## src/rtl/bcd_pkg.sv

```systemverilog
// rtl/bcd_pkg.sv - shared states and sizing helper for the serial binary-to-BCD converter
package bcd_pkg;

    typedef enum logic [1:0] {
        OCIOSO,
        CONVERTE,
        FIM
    } estado_bcd_t;

    // Decimal digits required to display the largest n_bits unsigned value.
    function automatic int digitos_necessarios(input int n_bits);
        longint maximo;
        longint potencia;
        int     digitos;
        maximo   = (longint'(1) << n_bits) - 1;
        potencia = 10;
        digitos  = 1;
        while (potencia <= maximo) begin
            potencia = potencia * 10;
            digitos  = digitos + 1;
        end
        return digitos;
    endfunction

endpackage

```

## src/rtl/corrige_digito_bcd.sv

```systemverilog
// rtl/corrige_digito_bcd.sv - double-dabble digit correction: add 3 when the digit is 5 or more
module corrige_digito_bcd (
    input  logic [3:0] digito,
    output logic [3:0] corrigido
);

    assign corrigido = (digito >= 4'd5) ? (digito + 4'd3) : digito;

endmodule

```

## src/rtl/bin_para_bcd_serial.sv

```systemverilog
// rtl/bin_para_bcd_serial.sv - iterative binary-to-BCD converter, one bit per clock; optional BCD_SINAL_EN for two's-complement input
module bin_para_bcd_serial
    import bcd_pkg::*;
#(
    parameter int N_BITS    = 8,
    parameter int N_DIGITOS = 3
) (
    input  logic                   clk,
    input  logic                   rst_n,
    input  logic                   start,
    input  logic [N_BITS-1:0]      bin_in,
    output logic                   busy,
    output logic                   valido,
    output logic [4*N_DIGITOS-1:0] bcd_out
`ifdef BCD_SINAL_EN
    ,
    output logic                   sinal_out
`endif
);

    localparam int              BW        = 4 * N_DIGITOS;
    localparam int              CW        = $clog2(N_BITS + 1);
    localparam logic [CW-1:0]   PENULTIMO = CW'(N_BITS - 1);

    generate
        if (N_BITS < 4) begin : g_erro_largura
            $error("bin_para_bcd_serial: N_BITS must be at least 4");
        end
        if (N_DIGITOS < digitos_necessarios(N_BITS)) begin : g_erro_digitos
            $error("bin_para_bcd_serial: N_DIGITOS too small for N_BITS");
        end
    endgenerate

    estado_bcd_t          estado;
    estado_bcd_t          prox_estado;
    logic [CW-1:0]        contador;
    logic [N_BITS-1:0]    bin_sr;
    logic [BW-1:0]        acc;
    logic [BW-1:0]        acc_corr;
    logic [BW+N_BITS-1:0] deslocado;
    logic [N_BITS-1:0]    captura;

`ifdef BCD_SINAL_EN
    logic sinal_cap;
    // Unary minus also maps the most negative value onto its unsigned magnitude.
    assign captura = bin_in[N_BITS-1] ? -bin_in : bin_in;
`else
    assign captura = bin_in;
`endif

    for (genvar i = 0; i < N_DIGITOS; i++) begin : g_corr
        corrige_digito_bcd u_corr (
            .digito    (acc[4*i +: 4]),
            .corrigido (acc_corr[4*i +: 4])
        );
    end

    assign deslocado = {acc_corr, bin_sr} << 1;
    assign busy      = (estado != OCIOSO);

    always_comb begin
        prox_estado = estado;
        case (estado)
            OCIOSO:   if (start) prox_estado = CONVERTE;
            CONVERTE: if (contador == PENULTIMO) prox_estado = FIM;
            FIM:      prox_estado = OCIOSO;
            default:  prox_estado = OCIOSO;
        endcase
    end

    always_ff @(posedge clk) begin
        if (!rst_n) begin
            estado    <= OCIOSO;
            contador  <= '0;
            bin_sr    <= '0;
            acc       <= '0;
            bcd_out   <= '0;
            valido    <= 1'b0;
`ifdef BCD_SINAL_EN
            sinal_cap <= 1'b0;
            sinal_out <= 1'b0;
`endif
        end else begin
            estado <= prox_estado;
            valido <= 1'b0;
            case (estado)
                OCIOSO: begin
                    if (start) begin
                        bin_sr    <= captura;
                        acc       <= '0;
                        contador  <= '0;
`ifdef BCD_SINAL_EN
                        sinal_cap <= bin_in[N_BITS-1];
`endif
                    end
                end
                CONVERTE: begin
                    acc      <= deslocado[BW+N_BITS-1:N_BITS];
                    bin_sr   <= deslocado[N_BITS-1:0];
                    contador <= contador + CW'(1);
                end
                FIM: begin
                    bcd_out   <= acc;
                    valido    <= 1'b1;
`ifdef BCD_SINAL_EN
                    sinal_out <= sinal_cap;
`endif
                end
                default: ;
            endcase
        end
    end

endmodule

```

## config.mk

```make
export PLATFORM = sky130hd
export DESIGN_NAME = bin_para_bcd_serial
export DESIGN_NICKNAME = d
export VERILOG_FILES = /design/src/rtl/bcd_pkg.sv /design/src/rtl/corrige_digito_bcd.sv /design/src/rtl/bin_para_bcd_serial.sv
export SDC_FILE = /design/constraint.sdc
export NUM_CORES = 1
export LEC_CHECK = 0
export ABC_CLOCK_PERIOD_IN_PS = 1900
export CAP_MARGIN = 20
export CELL_PAD_IN_SITES_DETAIL_PLACEMENT = 1
export CELL_PAD_IN_SITES_GLOBAL_PLACEMENT = 1
export CORE_MARGIN = 5
export CORE_UTILIZATION = 40
export DETAILED_ROUTE_END_ITERATION = 8
export HOLD_SLACK_MARGIN = 0.15
export PLACE_DENSITY = 0.86
export SKIP_CTS_REPAIR_TIMING = 1
export SLEW_MARGIN = 10
export SYNTH_ARGS = -nofsm -noshare
export SYNTH_HDL_FRONTEND = slang
export SYNTH_SLANG_ARGS = --single-unit
```

## constraint.sdc

```tcl
create_clock -name clk -period 1.9 [get_ports clk]
set_input_delay 0.475 -clock clk [delete_from_list [all_inputs] [get_ports clk]]
set_output_delay 0.475 -clock clk [all_outputs]
set_load 0.02 [all_outputs]
```

=== Word level (Yosys, flattened, before mapping) ===
Cells that the tools add are included.

* $add $sub $neg: 4
* Equal/unequal tests: 5
* Order comparisons: 3
* Reduce and logical (&&, ||, !) cells: 5
* Mux-type cells: 13

{| class="wikitable"
|+ Operators with widths
! kind !! count
|-
| $pmux 12 s2 || 1
|-
| $pmux 8 s2 || 1
|-
| $ge 4x3->1 const B || 3
|-
| $mux 12 || 1
|-
| $mux 4 || 3
|-
| $add 4x2->4 const B || 2
|-
| $mux 8 || 1
|-
| $pmux 4 s2 || 1
|-
| $add 4x1->4 const B || 1
|-
| $eq 4x3->1 const B || 1
|-
| $mux 2 || 2
|-
| $ne 2x2->1 const B || 2
|-
| $pmux 2 s2 || 1
|-
| $reduce_and 2->1 || 2
|-
| $reduce_bool 2->1 || 2
|-
| $add 3x2->3 const B || 1
|-
| $mux 3 || 1
|-
| $eq 2x1->1 const B || 1
|-
| $eq 2x2->1 const B || 1
|-
| $logic_not 2->1 || 1
|-
| $mux 1 || 1
|}

* Flip-flop bits (word level): 39
* Input port bits: 11

=== Logic depth before layout (Yosys ltp) ===
* Depth after elaboration: 3
* Mapped depth: 6
* Mapped depth without buffers: 6

=== Hierarchy ===
Synthesis repeated with hierarchy kept, for this count alone.

* Cells, all modules: 208
* Area total of the unflattened synthesis: 1760.4 um^2

{| class="wikitable"
|+ By module, submodules not included
! module !! sequential area each (um^2) !! cells each !! area each (um^2) !! instances
|-
| bin_para_bcd_serial || 780.7 || 160 || 1456.4 || 1
|-
| corrige_digito_bcd || 0.0 || 16 || 101.3 || 3
|}

=== Worst setup path after synthesis ===
Ideal clock, no wire load.

* Path kind: reg2reg
* From: register acc[1]
* To: register acc[2]
* Library setup time: 74 ps
* Required time: 1826 ps
* Stages on the path, launching flop included: 7
* Path slack: 428 ps
* Buffers on the path: 0
* Arrival: 1398 ps
* Cell sequence: dfxtp_1 -> inv_1 -> ha_1 -> nand2b_1 -> a21oi_1 -> mux2_2 -> o21ai_0

* Longest elaborated chain between the ends: 3
* Elaborated cells between the ends (all ways): 4

{| class="wikitable"
|+ RTL lines
! item !! RTL line !! RTL
|-
| start: declaration || bin_para_bcd_serial.sv:38 || <nowiki>logic [BW-1:0] acc;</nowiki>
|-
| start signal: assignment || bin_para_bcd_serial.sv:98 || <nowiki>acc <= deslocado[BW+N_BITS-1:N_BITS];</nowiki>
|-
| $add 4x2->4 or $ge 4x3->1 (tied branches) || corrige_digito_bcd.sv:7 || <nowiki>assign corrigido = (digito >= 4'd5) ? (digito + 4'd3) : digito;</nowiki>
|-
| $mux 4 (*) || corrige_digito_bcd.sv:7 ||
|-
| $pmux 12 s2 (*) || bin_para_bcd_serial.sv:86 || <nowiki>case (estado)</nowiki>
|}

Mark *: on every way between the ends. The rest lies on a longest branch, timed or not.
A chain may end at the register's enable or synchronous reset.

=== Worst setup path after layout ===
* From: register bcd_out[9]
* To: output bcd_out[9]

{| class="wikitable"
|+ RTL lines
! item !! RTL line !! RTL
|-
| start: declaration || bin_para_bcd_serial.sv:14 || <nowiki>output logic [4*N_DIGITOS-1:0] bcd_out</nowiki>
|-
| start signal: assignment || bin_para_bcd_serial.sv:77 || <nowiki>bcd_out <= '0;</nowiki>
|-
| start signal: assignment || bin_para_bcd_serial.sv:103 || <nowiki>bcd_out <= acc;</nowiki>
|}

No word-level cell between the ends.

==> impl_results.html <==
<table>
<tr><th>Metric</th><th>Value</th></tr>
<tr><th colspan="2">Global route</th></tr>
<tr><td>GRT Util Overall</td><td>14.6%</td></tr>
<tr><td>Number of antenna violations at the first check in global routing</td><td>0</td></tr>
<tr><td>Overflow left after global routing</td><td>0</td></tr>
<tr><td>Wire length of the first global-routing pass</td><td>7160 um</td></tr>
<tr><td>Largest net degree at the start of global routing</td><td>34</td></tr>
<tr><td>Via count of the first global-routing pass</td><td>1,554</td></tr>
<tr><th colspan="2">STA</th></tr>
<tr><td>Finish-stage setup viols</td><td>0</td></tr>
<tr><td>Endpoints failing hold</td><td>0</td></tr>
<tr><td>Shortest period the worst path allows</td><td>1.72 ns</td></tr>
<tr><td>Worst-margin pin slew</td><td>0.412 ns</td></tr>
<tr><td>Ratio of final minimum period to clock period</td><td>90.4%</td></tr>
<tr><td>RSZ-0062 raised after global routing</td><td>no</td></tr>
<tr><td>Max Slew Vio Count</td><td>0</td></tr>
<tr><td>Worst slew margin relative to its limit</td><td>72.5%</td></tr>
<tr><td>Maximum achievable frequency</td><td>0.582 GHz</td></tr>
<tr><td>Worst setup skew after layout</td><td>0.00585 ns</td></tr>
<tr><th colspan="2">Logic synthesis</th></tr>
<tr><td>Fraction of synthesis flops using an asynchronous set or reset pin</td><td>0%</td></tr>
<tr><td>Area share of fa/ha/maj cells after synthesis</td><td>4.85%</td></tr>
<tr><td>Seq/Total Area, Yosys</td><td>43.2%</td></tr>
<tr><td>Net Count, Synth</td><td>226</td></tr>
<tr><td>Synthesized area</td><td>1810 sq um</td></tr>
<tr><td>Netlist cell types</td><td>34</td></tr>
<tr><td>Dominant combinational cell family by area after synthesis</td><td>compound AO/OA/AOI/OAI gates</td></tr>
<tr><td>Mux contribution to synthesized area</td><td>1.87%</td></tr>
<tr><td>Compound-gate portion of the synthesized area</td><td>21.7%</td></tr>
<tr><td>Ys Warns</td><td>0</td></tr>
<tr><td>Seq cells post-synth</td><td>39</td></tr>
<tr><td>Count of mapped cells out of synthesis</td><td>208</td></tr>
<tr><td>Average instance area after synthesis</td><td>8.69 sq um</td></tr>
<tr><td>Count of flip-flops with a built-in enable after synthesis</td><td>0</td></tr>
<tr><td>Simple-gate portion of the synthesized area</td><td>19.7%</td></tr>
<tr><td>Post-synthesis xor/xnor area fraction</td><td>2.42%</td></tr>
<tr><td>Predominant post-synthesis flop cell</td><td>sky130_fd_sc_hd__dfxtp_1</td></tr>
<tr><th colspan="2">Detailed routing</th></tr>
<tr><td>Number of iterations in the first detailed-routing pass</td><td>4</td></tr>
<tr><td>Vias after detailed routing</td><td>1,507</td></tr>
<tr><td>Amount of wire on met3 after detailed routing</td><td>214 um</td></tr>
<tr><td>Final Routed Wirelength</td><td>4150 um</td></tr>
<tr><td>Top layer in use</td><td>met4</td></tr>
<tr><td>Wire per inst</td><td>14.4 um</td></tr>
<tr><td>Number of nets still failing antenna checks after routing</td><td>0</td></tr>
<tr><td>Met2 wirelength from detailed routing</td><td>2050 um</td></tr>
<tr><td>Via-per-instance ratio</td><td>5.21</td></tr>
<tr><td>Metal1 wirelength</td><td>1840 um</td></tr>
<tr><td>Initial DRC Count</td><td>39</td></tr>
<tr><td>Total DRC errors in the routed layout</td><td>0</td></tr>
<tr><th colspan="2">Setup path</th></tr>
<tr><td>Classification of the worst setup path</td><td>flop to output port</td></tr>
<tr><td>Largest delay share family, worst path</td><td>buffers and inverters</td></tr>
<tr><td>Kind of end point of the critical path</td><td>output port</td></tr>
<tr><td>Data required time at the worst endpoint</td><td>1.42 ns</td></tr>
<tr><td>CP arrival</td><td>1.24 ns</td></tr>
<tr><td>Cell chain of the critical path</td><td>clkdlybuf4s50_1</td></tr>
<tr><td>Kind of start point of the critical path</td><td>flop</td></tr>
<tr><td>Combined buffer and inverter count along the critical path</td><td>1</td></tr>
<tr><td>Critical path's slowest cell</td><td>sky130_fd_sc_hd__clkdlybuf4s50_1</td></tr>
<tr><td>Crit path largest cell delay</td><td>0.61 ns</td></tr>
<tr><td>Critical path fanouts, max</td><td>2</td></tr>
<tr><th colspan="2">Final layout</th></tr>
<tr><td>Layout Area Growth over Synthesis</td><td>23.1%</td></tr>
<tr><td>Share of final-layout standard cells stronger than drive strength 1</td><td>11.0%</td></tr>
<tr><td>Fill cell instance count of the final layout</td><td>530</td></tr>
<tr><td>Post-layout util</td><td>51.1%</td></tr>
<tr><td>Number of standard cells in the layout, taps in and fillers out</td><td>289</td></tr>
<tr><td># nets final</td><td>254</td></tr>
<tr><td># diodes</td><td>0</td></tr>
<tr><th colspan="2">Pwr</th></tr>
<tr><td>Worst IR drop on VDD</td><td>303 uV</td></tr>
<tr><td>Reported leakage power</td><td>0.000800 uW</td></tr>
<tr><td>Power per Cell Area</td><td>769 nW/um^2</td></tr>
<tr><td>Power consumption</td><td>1710 uW</td></tr>
<tr><th colspan="2">Die</th></tr>
<tr><td>Die height</td><td>77.2 um</td></tr>
<tr><td>I/O pin count</td><td>25</td></tr>
<tr><td>Total die area</td><td>5960 sq um</td></tr>
<tr><td>Initial core utilization</td><td>41.5%</td></tr>
<tr><td>Die X</td><td>77.2 um</td></tr>
<tr><td>Number of placement rows</td><td>24</td></tr>
<tr><td>Core region area</td><td>4350 sq um</td></tr>
<tr><th colspan="2">Clock network</th></tr>
<tr><td>TritonCTS clock tree</td><td>built</td></tr>
<tr><td>Max clock buf depth</td><td>2</td></tr>
<tr><td>Number of H-tree branching levels</td><td>2</td></tr>
<tr><td>Number of buffers created by CTS</td><td>5</td></tr>
<tr><td>Clock latency reported for the late side of the worst-skew pair</td><td>0.30 ns</td></tr>
<tr><td>Clock-pin transition on the worst setup and hold timing paths</td><td>0.08 ns</td></tr>
<tr><td>CTS sink count</td><td>39</td></tr>
<tr><td>Root buf cell</td><td>sky130_fd_sc_hd__clkbuf_8</td></tr>
<tr><th colspan="2">Placement</th></tr>
<tr><td>Routability congestion estimate</td><td>0.799</td></tr>
<tr><td>DP Wirelength</td><td>3050 um</td></tr>
<tr><td>Total instance count after detailed placement</td><td>281</td></tr>
<tr><td>Quantity of I/O buffers inserted on ports</td><td>24</td></tr>
<tr><th colspan="2">Flow run</th></tr>
<tr><td># Max-Cap Violations</td><td>0</td></tr>
<tr><th colspan="2">Hold path</th></tr>
<tr><td>Hold Crit Class</td><td>flop to flop</td></tr>
<tr><th colspan="2">Outcome</th></tr>
<tr><td>Result of the run</td><td>finished, final reports clean</td></tr>
</table>
==> cells in the final DEF (no fill, tap or decap), drive strengths merged <==
| cell type | n |
|---|---|
| and2 | 2 |
| nand2 | 42 |
| buf | 7 |
| a22oi | 3 |
| xnor2 | 3 |
| bufinv | 1 |
| o211a | 1 |
| o21bai | 1 |
| clkbuf | 6 |
| xor2 | 2 |
| nor2b | 3 |
| a21boi | 16 |
| a21oi | 11 |
| nor2 | 9 |
| o22ai | 5 |
| and3 | 1 |
| nand2b | 4 |
| clkinv | 1 |
| o31ai | 2 |
| nand3 | 5 |
| dfxtp | 39 |
| clkdlybuf4s50 | 23 |
| ha | 7 |
| o21ai | 24 |
| dlymetal6s2s | 1 |
| nor3 | 4 |
| inv | 9 |
| mux2 | 3 |
| nand3b | 2 |
==> metrics by stage <==
stage | area, sq um | setup slack, ns | hold slack, ns | TNS, ns
after floorplan | 1810 | 0.428 | 0.443 | 0
after detailed placement | 2100 | 0.224 | 0.458 | 0
after CTS | 2220 | -0.0682 | 0.468 | -0.0682
final | 2220 | 0.182 | 0.462 | 0
after global routing | 2220 | 0.133 | 0.488 | 0
after global placement | 2100 | 0.265 | 0.451 | 0
==> metal layers <==
metal,track usage [%],vias to the layer above
met3,4.57,7
met2,25.4,31
met1,17.2,711
met5,0,-
met4,3.95,0
li1,-,758
==> flip-flops by register name (all words and copies together) (netlist names) <==
signal,cells
estado,2
bcd_out,12
bin_sr,8
contador,4
acc,12
valido,1
==> synth_stat cells (all sizes together) (4+ instances only) <==
cell type	instances	area share [%]
nand3	5	1.4
o21ai	24	6.6
buf	7	3.5
a21boi	16	6.6
nor3	4	1.1
a21oi	11	3.0
inv	9	2.1
nand2	42	9.1
nor2	9	3.2
nand2b	4	1.8
o22ai	5	1.7
dfxtp	39	43
ha	7	4.8
==> cell families after synthesis <==
group                    count (synthesis)
AND/OR/NAND/NOR                         72
adder cells (fa/ha/maj)                  7
AO/OA/AOI/OAI                           63
buffers and inverters                   19
flip-flops                              39
XOR/XNOR                                 5
multiplexers                             3
==> power by group <==
part	leakage (uW)	total (uW)	internal [uW]	switching (uW)
clock network	0.0000612	726	425	301
logic	0.000422	137	65.7	71.3
registers	0.000317	848	836	12.4
total	0.000800	1710	1330	384
==> worst paths after layout <==
check / start / endpoint / slack (ns) / depth (start not counted)
setup / recovery: bcd_out[9] / bcd_out[9] / 0.18 / 1
hold / removal: bcd_out[4] / bcd_out[4] / 0.46 / 2
setup reg to reg: acc[5] / acc[6] / 0.32 / 6
hold reg to reg: bcd_out[4] / bcd_out[4] / 0.46 / 2
==> cell type report <==
cell class | count | area [sq um] | share of cell area [%]
Clock inverter | 2 | 35.0 | 1.58
Timing Repair Buffer | 31 | 308 | 13.8
Multi-Input combinational cell | 150 | 913 | 41.1
Sequential cell | 39 | 781 | 35.1
Tap cell | 52 | 65.1 | 2.93
Clock buffer | 6 | 82.6 | 3.71
Inverter | 9 | 38.8 | 1.74
(Power assumes the default switching activity.)
